<file path="src/rtl/prog_loader.sv">
// Streams host bytes into instruction memory, holding the CPU in reset until the image is loaded.
// Define PROG_LOADER_CHECKSUM_EN to add a trailing mod-256 checksum byte and the CHECK/ERR path.
module prog_loader #(
   parameter int LAST_ADDR = 31
) (
   input  logic       clk_i,
   input  logic       reset,
   input  logic       start_i,
   input  logic       byte_valid_i,
   input  logic [7:0] byte_data_i,
   output logic       byte_ready_o,
   output logic       mem_we_o,
   output logic [4:0] mem_addr_o,
   output logic [7:0] mem_data_o,
   output logic       cpu_rst_o,
   output logic       busy_o,
   output logic       done_o,
   output logic       err_o
);

   // state | meaning
   // IDLE  | out of reset, waiting for start_i
   // LOAD  | accepting data bytes, one write per accepted byte
   // FLUSH | final write strobe on its way out (no checksum build)
   // CHECK | final write strobe, then waiting for the checksum byte
   // DONE  | image loaded, CPU released
   // ERR   | checksum mismatch, CPU stays in reset
   typedef enum logic [2:0] {
      IDLE,
      LOAD,
      FLUSH,
`ifdef PROG_LOADER_CHECKSUM_EN
      CHECK,
`endif
      DONE,
      ERR
   } state_t;

   localparam logic [4:0] LAST = LAST_ADDR[4:0];

   state_t     state_q;
   state_t     state_d;
   logic [4:0] cnt_q;
   logic       accept;
   logic       restart;

   assign accept  = byte_valid_i && byte_ready_o;
   assign restart = start_i && (state_q == IDLE || state_q == DONE || state_q == ERR);

`ifdef PROG_LOADER_CHECKSUM_EN
   logic [7:0] sum_q;
   logic [7:0] sum_chk;

   assign sum_chk      = sum_q + byte_data_i;
   assign byte_ready_o = (state_q == LOAD) || (state_q == CHECK);
   assign busy_o       = (state_q == LOAD) || (state_q == FLUSH) || (state_q == CHECK);

   always_ff @(posedge clk_i or posedge reset) begin
      if (reset) begin
         sum_q <= 8'h00;
      end else if (restart) begin
         sum_q <= 8'h00;
      end else if (state_q == LOAD && accept) begin
         sum_q <= sum_chk;
      end
   end
`else
   assign byte_ready_o = (state_q == LOAD);
   assign busy_o       = (state_q == LOAD) || (state_q == FLUSH);
`endif

   assign cpu_rst_o = (state_q != DONE);
   assign done_o    = (state_q == DONE);
   assign err_o     = (state_q == ERR);

   always_comb begin
      state_d = state_q;
      case (state_q)
         IDLE, DONE, ERR: begin
            if (start_i) state_d = LOAD;
         end
         LOAD: begin
            if (accept && cnt_q == LAST) begin
`ifdef PROG_LOADER_CHECKSUM_EN
               state_d = CHECK;
`else
               state_d = FLUSH;
`endif
            end
         end
         FLUSH: state_d = DONE;
`ifdef PROG_LOADER_CHECKSUM_EN
         CHECK: begin
            if (accept) state_d = (sum_chk == 8'h00) ? DONE : ERR;
         end
`endif
         default: state_d = IDLE;
      endcase
   end

   // The write port is registered, so the strobe lands one cycle after acceptance.
   always_ff @(posedge clk_i or posedge reset) begin
      if (reset) begin
         state_q    <= IDLE;
         cnt_q      <= 5'd0;
         mem_we_o   <= 1'b0;
         mem_addr_o <= 5'd0;
         mem_data_o <= 8'h00;
      end else begin
         state_q  <= state_d;
         mem_we_o <= 1'b0;
         if (restart) begin
            cnt_q <= 5'd0;
         end else if (state_q == LOAD && accept) begin
            mem_we_o   <= 1'b1;
            mem_addr_o <= cnt_q;
            mem_data_o <= byte_data_i;
            if (cnt_q != LAST) cnt_q <= cnt_q + 5'd1;
         end
      end
   end

endmodule

</file>
<file path="config.mk">
export PLATFORM = sky130hd
export DESIGN_NAME = prog_loader
export DESIGN_NICKNAME = d
export VERILOG_FILES = /design/src/rtl/prog_loader.sv
export SDC_FILE = /design/constraint.sdc
export NUM_CORES = 1
export LEC_CHECK = 0
export ABC_AREA = 1
export CORE_UTILIZATION = 35
export DETAILED_ROUTE_END_ITERATION = 10
export PLACE_DENSITY_LB_ADDON = 0.25
export SLEW_MARGIN = 20
export SYNTH_ARGS = -nofsm -noshare
export SYNTH_HDL_FRONTEND = slang
export SYNTH_SLANG_ARGS = --single-unit
</file>
<file path="constraint.sdc">
create_clock -name clk_i -period 2.8 [get_ports clk_i]
set_input_delay 0.28 -clock clk_i [delete_from_list [all_inputs] [get_ports clk_i]]
set_output_delay 0.28 -clock clk_i [all_outputs]
set_load 0.05 [all_outputs]
</file>
==> results of run 1 <==
## flip-flops by register name, indices dropped and copies added (netlist names)
signal	flops
mem_addr_o	5
state_q	2
mem_we_o	1
mem_data_o	8
cnt_q	5
## critical path, stage by stage, from the launching register on
cell	delay, ps
dfrtp_1	420
ha_1	350
inv_1	100
clkdlybuf4s50_1	800
## kinds of logic (layout without fill, tap and decap cells)
family                     count (synthesis)  in the layout  synth area share, %
AOI/OAI and AO/OA                         10             10                 6.67
xor gates and xnor gates                   1              1                0.898
adders and majority gates                  4              4                 5.13
buffers and inverters                     15             46                 6.92
DFF                                       21             21                 53.8
other                                      1              1                0.384
and+or+nand+nor                           55             55                 26.2
## how the worst max path moves through the flow
| stage | from | end | slack (ps) | cells after the start |
|---|---|---|---|---|
| global route | state_q[0] | busy_o | 480 | 3 |
| floorplan | state_q[1] | cnt_q[0] | 1190 | 7 |
| CTS | state_q[0] | busy_o | 520 | 3 |
| global placement | state_q[0] | busy_o | 920 | 3 |
| finish | state_q[0] | busy_o | 540 | 3 |
| detailed placement | state_q[0] | busy_o | 880 | 3 |
## cell type report
cell class              count  area, um^2
multi-input cells          71         383
repair buffers             29         290
flip-flops and latches     21         526
clock buffers               3        22.5
well taps                  30        37.5
inverters                  13        48.8
clock inverters             1        5.00
fillers                   261        1230
## report_power, final
part	total (mW)	internal (mW)	switching [mW]	leakage, nW
Combinational	0.989	0.314	0.675	0.352
Clock	0.146	0.0532	0.0925	0.0177
Sequential	0.459	0.403	0.0558	0.273
Total	1.59	0.770	0.823	0.643
## metrics by stage
step	power (mW)	area, um^2	setup WS, ps
2_1_floorplan	1.18	976	1190
3_3_place_gp	1.45	1280	915
3_5_place_dp	1.46	1280	876
4_1_cts	1.62	1310	518
5_1_grt	1.70	1310	476
6_report	1.59	1310	545
## cells in the final DEF, fill, tap and decap left out, drive strengths merged
master         Yosys  routed
o21ai              9       9
clkinv             0       1
clkdlybuf4s50      0      29
dfrtp             21      21
inv               13      13
nand3              7       7
ha                 4       4
nor2               4       4
or2                1       1
nand2             43      43
a21oi              1       1
xor2               1       1
clkbuf             0       3
conb               1       1
## layer usage
layer	wire [um]	global-route usage [%]	part of all wire (%)
met5	0	0	0
met2	894	22.5	50
met3	54	2.50	3.0
met1	823	17.2	46
met4	12	5.13	0.67
==> run metrics, run 1 <==
final number of hold-violating endpoints=0; Tightest Hold Check Type=primary input to asynchronous set/reset pin; Antenna Nets Post-Route=0; global-route wire length before repair=2.85 mm; Yosys cell types=20; crit start category=register; routability congestion estimate=0.706; DR WL/cell=between 10 and 15 um; Async SR Flop Fraction=100%; Synth Flop Type=dfrtp_1; top post-synthesis cells by count=nand2_1, dfrtp_1, inv_1; hold_buf cts=0; post-synth top area share=53.8%; Final Skew=3.58 ps; reg2reg path depth=6; RSZ-0062 raised after global routing=no; die width=54.8 um; Post-Place Cells=164; status=complete, no violations; initial antenna violation count=0; synthesized cell area=976 um^2; DRC Markers=0; most frequent cell after synthesis=nand2_1; launch point of the worst reg-to-reg path=state_q[0]; Mapped Cells=107; largest net degree at the start of global routing=22; DP HPWL=1.34 mm; Peak supply drop=737 uV; Worst Path Arrival=~2000 ps; Total Routed Length=1.79 mm; Seq/Total Area, Yosys=a little over half; CTS buffer count=3; synthesis-stage register bit count=21; drt initial violations=17; mean area per synthesized cell=~9 um^2; flop-to-flop setup slack=1260 ps; Resized Gates After CTS=0; Final Util=approximately half; slew margin rel.=between 40% and 50%; Worst-path clk slew=around 120 ps; vias per cell=4.40; leading area contributor after synthesis=dfrtp_1; Power per Cell Area=1210 nW/um^2; Leak=0.643 nW; P&R area growth vs syn=34.5%; chip height=54.8 um; # port buffers=29; Hold WS=401 ps; WP data required=~2500 ps; Max Freq=443 MHz; Core Region=2540 um^2; FP Rows=18; Non-Filler Instances=168; Worst-Skew Late Latency=around 300 ps; vias in the first global route=698; GRT Util Overall=13.5%; post-CTS setup buffers=0; Tmin final=2260 ps; ratio of cells with drive above 1 in the final layout=10.9%; Final setup viols=0; Worst Tran Pin Value=773 ps; initial core utilization=38.3%; CTS root buffer=clkbuf_4; max-slew violation count=0; total negative slack=0 ps; ANT cells=0; CTS max path bufs=2; kind of critical path=register to primary output; critical path fanouts, max=3; ranking of synthesized cells by area=dfrtp_1, nand2_1, ha_1; Post-synth EDFFs=0; H-tree level count=1; Final Cycle Share=80.5%; NumNets Final=155; IO Pins=31; Crit. End Element=primary output; die area=between 3000 and 4000 um^2; Post-Syn Nets=between 100 and 150; TritonCTS clock tree=done; Vias=740; maxcap violations=0; CTS Sinks=21; RR Endpoint=mem_data_o[1]; yosys warns=0; DRT Pass-1 Iters=4; GR Overflow Total=0
Power figures use the tool's default switching activity.
==> run 2, diff against run 1 <==
clock period = 1.85 ns   (was 2.8 ns; I/O delays follow)
==> run metrics, run 2 (synthesis gave the netlist of run 1 again) <==
status=complete, no violations; DP HPWL=1.35 mm; die area=3000 um^2; Max Freq=approximately 600 MHz; WP data required=1660 ps; Resized Gates After CTS=0; RSZ-0062 raised after global routing=no; FF+latch area=526 um^2; CTS buffer count=3; Sw Pwr=between 1 and 1.5 mW; total negative slack=0 ps; DRT Pass-1 Iters=4; NumNets Final=156; DRC Markers=0; ratio of cells with drive above 1 in the final layout=13.7%; Worst Tran Pin Value=~500 ps; CP delay by family, top=buffers and inverters; CTS Sinks=21; vias per cell=4.42; H-tree level count=1; Antenna Nets Post-Route=0; hold_buf cts=0; Clock power frac=8.6%; Crit. End Element=primary output; Tmin final=~1700 ps; most common cell after layout, fill and taps aside=nand2_1; flop-to-flop setup slack=approximately 330 ps; CTS max path bufs=2; GR Overflow Total=0; post-CTS setup buffers=0; cell-internal power=1.23 mW; Core Region=approximately 2500 um^2; multi-input logic area=383 um^2; TritonCTS clock tree=done; DR WL/cell=10.3 um; Final setup viols=0; Worst-Skew Late Latency=300 ps; P&R area growth vs syn=36.7%; IO Pins=31; final number of hold-violating endpoints=0; drt initial violations=16; global-route wire length before repair=2.75 mm; slew margin rel.=66.7%; vias in the first global route=640; kind of critical path=register to primary output; routability congestion estimate=0.780; Final Cycle Share=between 90% and 100%; ANT cells=0; Largest register FFs=8; critical path fanouts, max=2; FP Rows=18; Worst path max stage delay=800 ps; initial core utilization=38.3%; buffers and inverters on the worst path=1; slowest CP cell=clkdlybuf4s50_1; die width=54.8 um; Final Skew=around 8.5 ps; Hold WS=roughly 200 ps; maxcap violations=0; Power per Cell Area=about 1900 nW/um^2; largest net degree at the start of global routing=22; fillers=between 200 and 250; worst-path cell chain=clkdlybuf4s50_1; Biggest register=mem_data_o; Switching Fraction=a little over 50%; chip height=54.8 um; Worst-path clk slew=120 ps; most frequent cells in the layout=nand2_1, clkdlybuf4s50_1, dfrtp_1, inv_1, nand3_1; GRT Util Overall=12.9%; # port buffers=29; Tightest Hold Check Type=primary input to asynchronous set/reset pin; Largest regs=mem_data_o (8), cnt_q (5), mem_addr_o (5); Seq pwr share=around 28%; Gate power share=63.4%; initial antenna violation count=0; CTS root buffer=clkbuf_4; Total Routed Length=~1.7 mm; Peak supply drop=~1100 uV; max-slew violation count=0; Vias=747; crit start category=register; Leak=0.658 nW; Worst Path Arrival=1480 ps
## run 2: changes by cell type in the layout (fill, tap and decap cells not counted), sizes merged
cell           change
clkbuf             +1
clkdlybuf4s50      -4
clkinv             -1
buf                +5
## run 2: cell type report
cell class                      instances  share of cell area, %
Timing Repair Buffer                   30                   23.5
Clock buffer                            4                   1.97
Multi-Input combinational cell         71                   28.7
Sequential cell                        21                   39.4
Tap cell                               30                   2.81
Inverter                               13                   3.66
## run 2: power by group through the flow
stage	combinational, mW	sequential, mW	clock, mW
floorplan	0.700	1.08	0
global placement	1.59	0.700	0
detailed placement	1.60	0.708	0
CTS	1.60	0.699	0.229
global route	1.69	0.711	0.245
finish	1.58	0.696	0.216
## run 2: final timing paths
path / startpoint / endpoint / depth (start not counted)
worst max-delay path: mem_data_o[1] / mem_data_o[1] / 1
worst min-delay path: reset / mem_data_o[1] / 3
worst max register to register: state_q[0] / mem_data_o[1] / 6
worst min register to register: mem_addr_o[0] / mem_addr_o[0] / 2
max in group asynchronous: reset / mem_addr_o[0] / 3
min in group clk_i: byte_data_i[7] / mem_data_o[7] / 3
## run 2: per-layer routing
layer,GRT usage (%),wire length [um],up-vias,share of wire (%)
met5,0,0,-,0
met4,2.56,0,0,0
met3,5.00,88,0,5.0
met2,20.3,831,19,48
met1,16.6,823,334,47
li1,-,-,394,-
## run 2: worst register-to-register path, cell delays in order (launching register included)
cell	delay, ps
dfrtp_1	420
ha_1	350
nand2_4	140
nand3_4	210
inv_2	210
nand2_1	70
nand2_1	60
## run 2: metrics by stage
stage                     std cells  total power, mW  util (%)  area [um^2]  setup slack, ps
after floorplan                 107             1.78         -          976              242
after global placement          165             2.29      51.4         1310              322
after detailed placement        165             2.31      51.4         1310              315
after CTS                       169             2.53      52.4         1330              164
after global routing            169             2.65      52.4         1330              129
final                           169             2.49      52.4         1330              183
==> patch 1: new RTL, flow settings as in run 2 <==
Build with the macro `PROG_LOADER_CHECKSUM_EN` defined.
--- a/src/rtl/prog_loader.sv
+++ b/src/rtl/prog_loader.sv
@@ -2,2 +2,4 @@
 // Define PROG_LOADER_CHECKSUM_EN to add a trailing mod-256 checksum byte and the CHECK/ERR path.
+`define PROG_LOADER_CHECKSUM_EN
+
 module prog_loader #(
Behaviour: no difference found for any inputs over 10 cycles, from zero or initial values and one cycle with reset high; that may be too few to reach the edited logic, so the function may still have changed.
==> patch 1 against run 2 <==
- synthesized cell count grew 94%
- utilization fell by 1.5 points
- synthesized area up 73%
- sequential cell count rose by 9
- routed wire length increased by 100%
- design area up 72%
- clock power increased to 3.8 times the old value
- setup slack worse by 78 ps
- die area grew 70%
- register-to-register slack got worse by 230 ps
- clock skew increased by 1.8 ps
- total power rose by 63%
- via count rose by 94%
- count of clock-buffer cells in the layout up 2
- critical path type is now in -> reg
==> patch 1: results <==
[cts]
cts_root_buf = clkbuf_8
clock_latency_ps = 280
cts-buffers-inserted = 5
cts-htree-levels = 2
cts.clk_slew.worst_paths_ps = 70

[global_route]
grt_pass1_wl_mm = 6.23
grt_max_degree = 31
grt.total_usage = 0.160
grt_pass1_vias = 1403

[logic_synthesis]
avgSynthCellArea_um2 = 8.11
synth_cell_types = 30
seq_area_frac_synth = 0.445
synth.area.top_cells = dfrtp_1, nand2_1, ha_1, inv_1, nand3_1
syn_nets = 230
synthTopCellsByCount = nand2_1, dfrtp_1, inv_1

[placed_design]
finalWeightedCongestion = 0.856
placed_area_um2 = 2110
port_buffers = 30
dp_slack_ps = -236
placed_cells = 297

[sta]
worstMarginPinSlew_ps = 495
worst_clock_skew_ps = 10.3
finalWorstSetupSlack_ps = 105
timing.hold.ws_ps = 270

[cells_and_area]
n_antenna_cell = 0
reg_top3 = mem_data_o (8), sum_q (8)
nets = 277
drive_gt1_frac = 0.168

[detailed_routing]
drt-initial-drc-count = 71
drt-total-wl_mm = 3.52

[critical_path]
critPathLaunch = byte_data_i[0]
rr_worst_depth = 9
reg2reg_to = state_q[0]
worstPathArrival_ps = 1910
end_kind = register
r2r_start = sum_q[0]

[pwr]
max-vdd-ir-drop_mv = 0.847

[status]
status = complete, no violations
[patch 1: cell types whose count changed after synthesis, moves of 2 or more]
cell / change
nand3_1: +6
ha_1: +5
a21oi_1: +6
nand4_1: +2
buf_2: +2
nor2_1: +7
a22o_1: +4
inv_1: +17
nand2_1: +32
o21ai_0: +6
o21ai_1: +2
dfrtp_1: +9
o21ai_2: -3
[patch 1: power breakdown]
part	internal (W)	switching, W
Sequential	0.000910	0.000160
Combinational	0.000870	0.00131
Clock	0.000574	0.000253
Total	0.00235	0.00172
[patch 1: cells by family (layout without fill, tap and decap cells)]
kind of cell	Yosys count	in the layout	synth area share
compound gates	28	28	0.106
xor+xnor	2	2	0.0104
fa+ha+maj	10	10	0.0786
buf+inv	33	81	0.0786
flops	30	30	0.445
simple gates	105	105	0.281
[patch 1: timing repair]
item	4_1_cts	5_1_grt
setup buffers	0	3
gates resized for setup	0	6
endpoints found under the setup margin	0	2
[patch 1: layout make-up]
type | count | area, um^2
clock buffers | 6 | 82.6
clock inverters | 2 | 60.1
fillers | 424 | 2210
inverters | 30 | 115
multi-input cells | 145 | 823
flip-flops and latches | 30 | 751
well taps | 52 | 65.1
repair buffers | 43 | 398
[patch 1: layer usage]
layer	wire, um	GRT usage	share of wire
met3	147	0.0422	0.042
met5	0	0	0
met1	1730	0.208	0.49
met4	56	0.0600	0.016
met2	1580	0.255	0.45
[patch 1: worst max-delay path, cell delays in order]
cell and delay (ps):
clkdlybuf4s50_1 500, ha_2 210, fa_2 440, inv_2 70, nand2_1 50, nor2_1 90
nand3_1 90, nor2_1 110, nand2_1 60, nand2_1 70, a21oi_2 50
==> patch 2: new RTL, flow settings as in run 2 <==
Without the edit above. Re-encode `state_t` (5 states) as one-hot, 5 bits wide.
--- a/src/rtl/prog_loader.sv
+++ b/src/rtl/prog_loader.sv
@@ -27,6 +27,6 @@
    // ERR   | checksum mismatch, CPU stays in reset
-   typedef enum logic [2:0] {
-      IDLE,
-      LOAD,
-      FLUSH,
+   typedef enum logic [4:0] {
+      IDLE  = 5'b00001,
+      LOAD  = 5'b00010,
+      FLUSH = 5'b00100,
 `ifdef PROG_LOADER_CHECKSUM_EN
@@ -34,4 +34,4 @@
 `endif
-      DONE,
-      ERR
+      DONE  = 5'b01000,
+      ERR   = 5'b10000
    } state_t;
Behaviour: same outputs for any inputs over 10 cycles, from zero or initial values and one cycle with reset high; not proved beyond that.
==> patch 2 against run 2 <==
- the flow now finishes with violations (design-rule violations)
- routed wire length is 22% higher
- synthesized cell count is 21% higher
- total power is 15% lower
- synthesized area is 12% higher
- design area is 8.0% higher
- setup slack worse by 14 ps
- sequential cell count is 2 higher
- sequential share of layout area is 0.65 points higher
- combinational power is 29% lower
- via count is 20% higher
- critical path depth stayed put
==> patch 2: results <==
[detailed_routing]
dr.pass1.iters = 7
wl_met2_mm = 1.04
top_layer = met4
drc = 4
vias = 898
met1_length_um = 967
wl_met3_um = 94
vias_per_cell = 4.63
drt-total-wl_mm = 2.13
drt-initial-drc-count = 27

[status]
status = finished with violations
violations = design-rule violations

[placed_design]
dp_hpwl_mm = 1.63
finalWeightedCongestion = 0.823
placed_area_um2 = 1410
placed_cells = 190

[logic_synthesis]
synth_cell_types = 22
seq_area_frac_synth = 0.528
syn_inst = 130
synth_ff_type = dfrtp_1
synthTopCellsByCount = nand2_1, dfrtp_1, inv_1
synth.area.top_cells = dfrtp_1, nand2_1, inv_1, nor2_1, dfstp_2
syn_nets = 144

[critical_path]
r2r_start = cnt_q[1]
r2r_slack_ps = 220
worstPathArrival_ps = 1500
reg2reg_to = state_q[3]
rr_worst_depth = 9

[global_route]
antenna_found_initial = 0
grt_pass1_vias = 850
grt_pass1_wl_mm = 3.62
grt_max_degree = 24
grt.total_usage = 0.139

[cts]
cts_buffer_depth = 2
cts_root_buf = clkbuf_4

[cells_and_area]
nets = 178
fillers = 272

[sta]
relSlewSlack = 0.663
worst_clock_skew_ps = 8.22
timing.hold.ws_ps = 198

[pwr]
max-vdd-ir-drop_mv = 0.717
==> patch 2: cell types whose count changed in the layout (fill, tap and decap cells not counted), moves of 4 or more <==
cell,change
nand2_1,+11
nand3_1,-4
inv_1,+4
nor2_1,+10
buf_4,+4
==> patch 2: how the worst max path moves through the flow <==
stage,from,to
after floorplan,cnt_q[0],state_q[3]
after global placement,cnt_q[0],state_q[3]
after detailed placement,cnt_q[1],state_q[3]
after CTS,cnt_q[1],state_q[3]
after global routing,cnt_q[1],state_q[3]
final,mem_data_o[6],mem_data_o[6]
==> patch 2: timing repair <==
action	in CTS	in global routing
endpoints found under the setup margin	0	2
buffers inserted	0	0
resized for setup	0	1
==> patch 2: where the power goes <==
part / internal [W] / switching (W)
registers: 0.000666 / 0.000104
logic: 0.000376 / 0.000741
clock network: 0.0000807 / 0.000145
==> patch 2: layer usage <==
layer	track usage	vias up
met5	0	-
met4	0.0510	0
met3	0.0201	4
met2	0.225	22
met1	0.189	414
li1	-	458
==> patch 2: kinds of logic after synthesis <==
group	count (synthesis)	share of synthesized area
adder cells (fa/ha/maj)	2	0.0229
buffers and inverters	20	0.0951
AO/OA/AOI/OAI	8	0.0412
flip-flops	23	0.528
other	1	0.00343
XOR/XNOR	1	0.00802
AND/OR/NAND/NOR	75	0.301
==> patch 2: layout make-up <==
| cell class | instances | area (um^2) | area share |
|---|---|---|---|
| flip-flops and latches | 23 | 577 | 0.401 |
| multi-input cells | 87 | 414 | 0.288 |
| repair buffers | 33 | 323 | 0.224 |
| inverters | 16 | 60.1 | 0.0417 |
| well taps | 31 | 38.8 | 0.0269 |
| clock buffers | 3 | 22.5 | 0.0156 |
| clock inverters | 1 | 5.00 | 0.00348 |
==> patch 2: stage by stage <==
| stage | setup slack, ps | power [W] |
|---|---|---|
| 2_1_floorplan | 299 | 0.00154 |
| 3_3_place_gp | 229 | 0.00189 |
| 3_5_place_dp | 149 | 0.00190 |
| 4_1_cts | 138 | 0.00214 |
| 5_1_grt | 48.1 | 0.00226 |
| 6_report | 170 | 0.00211 |
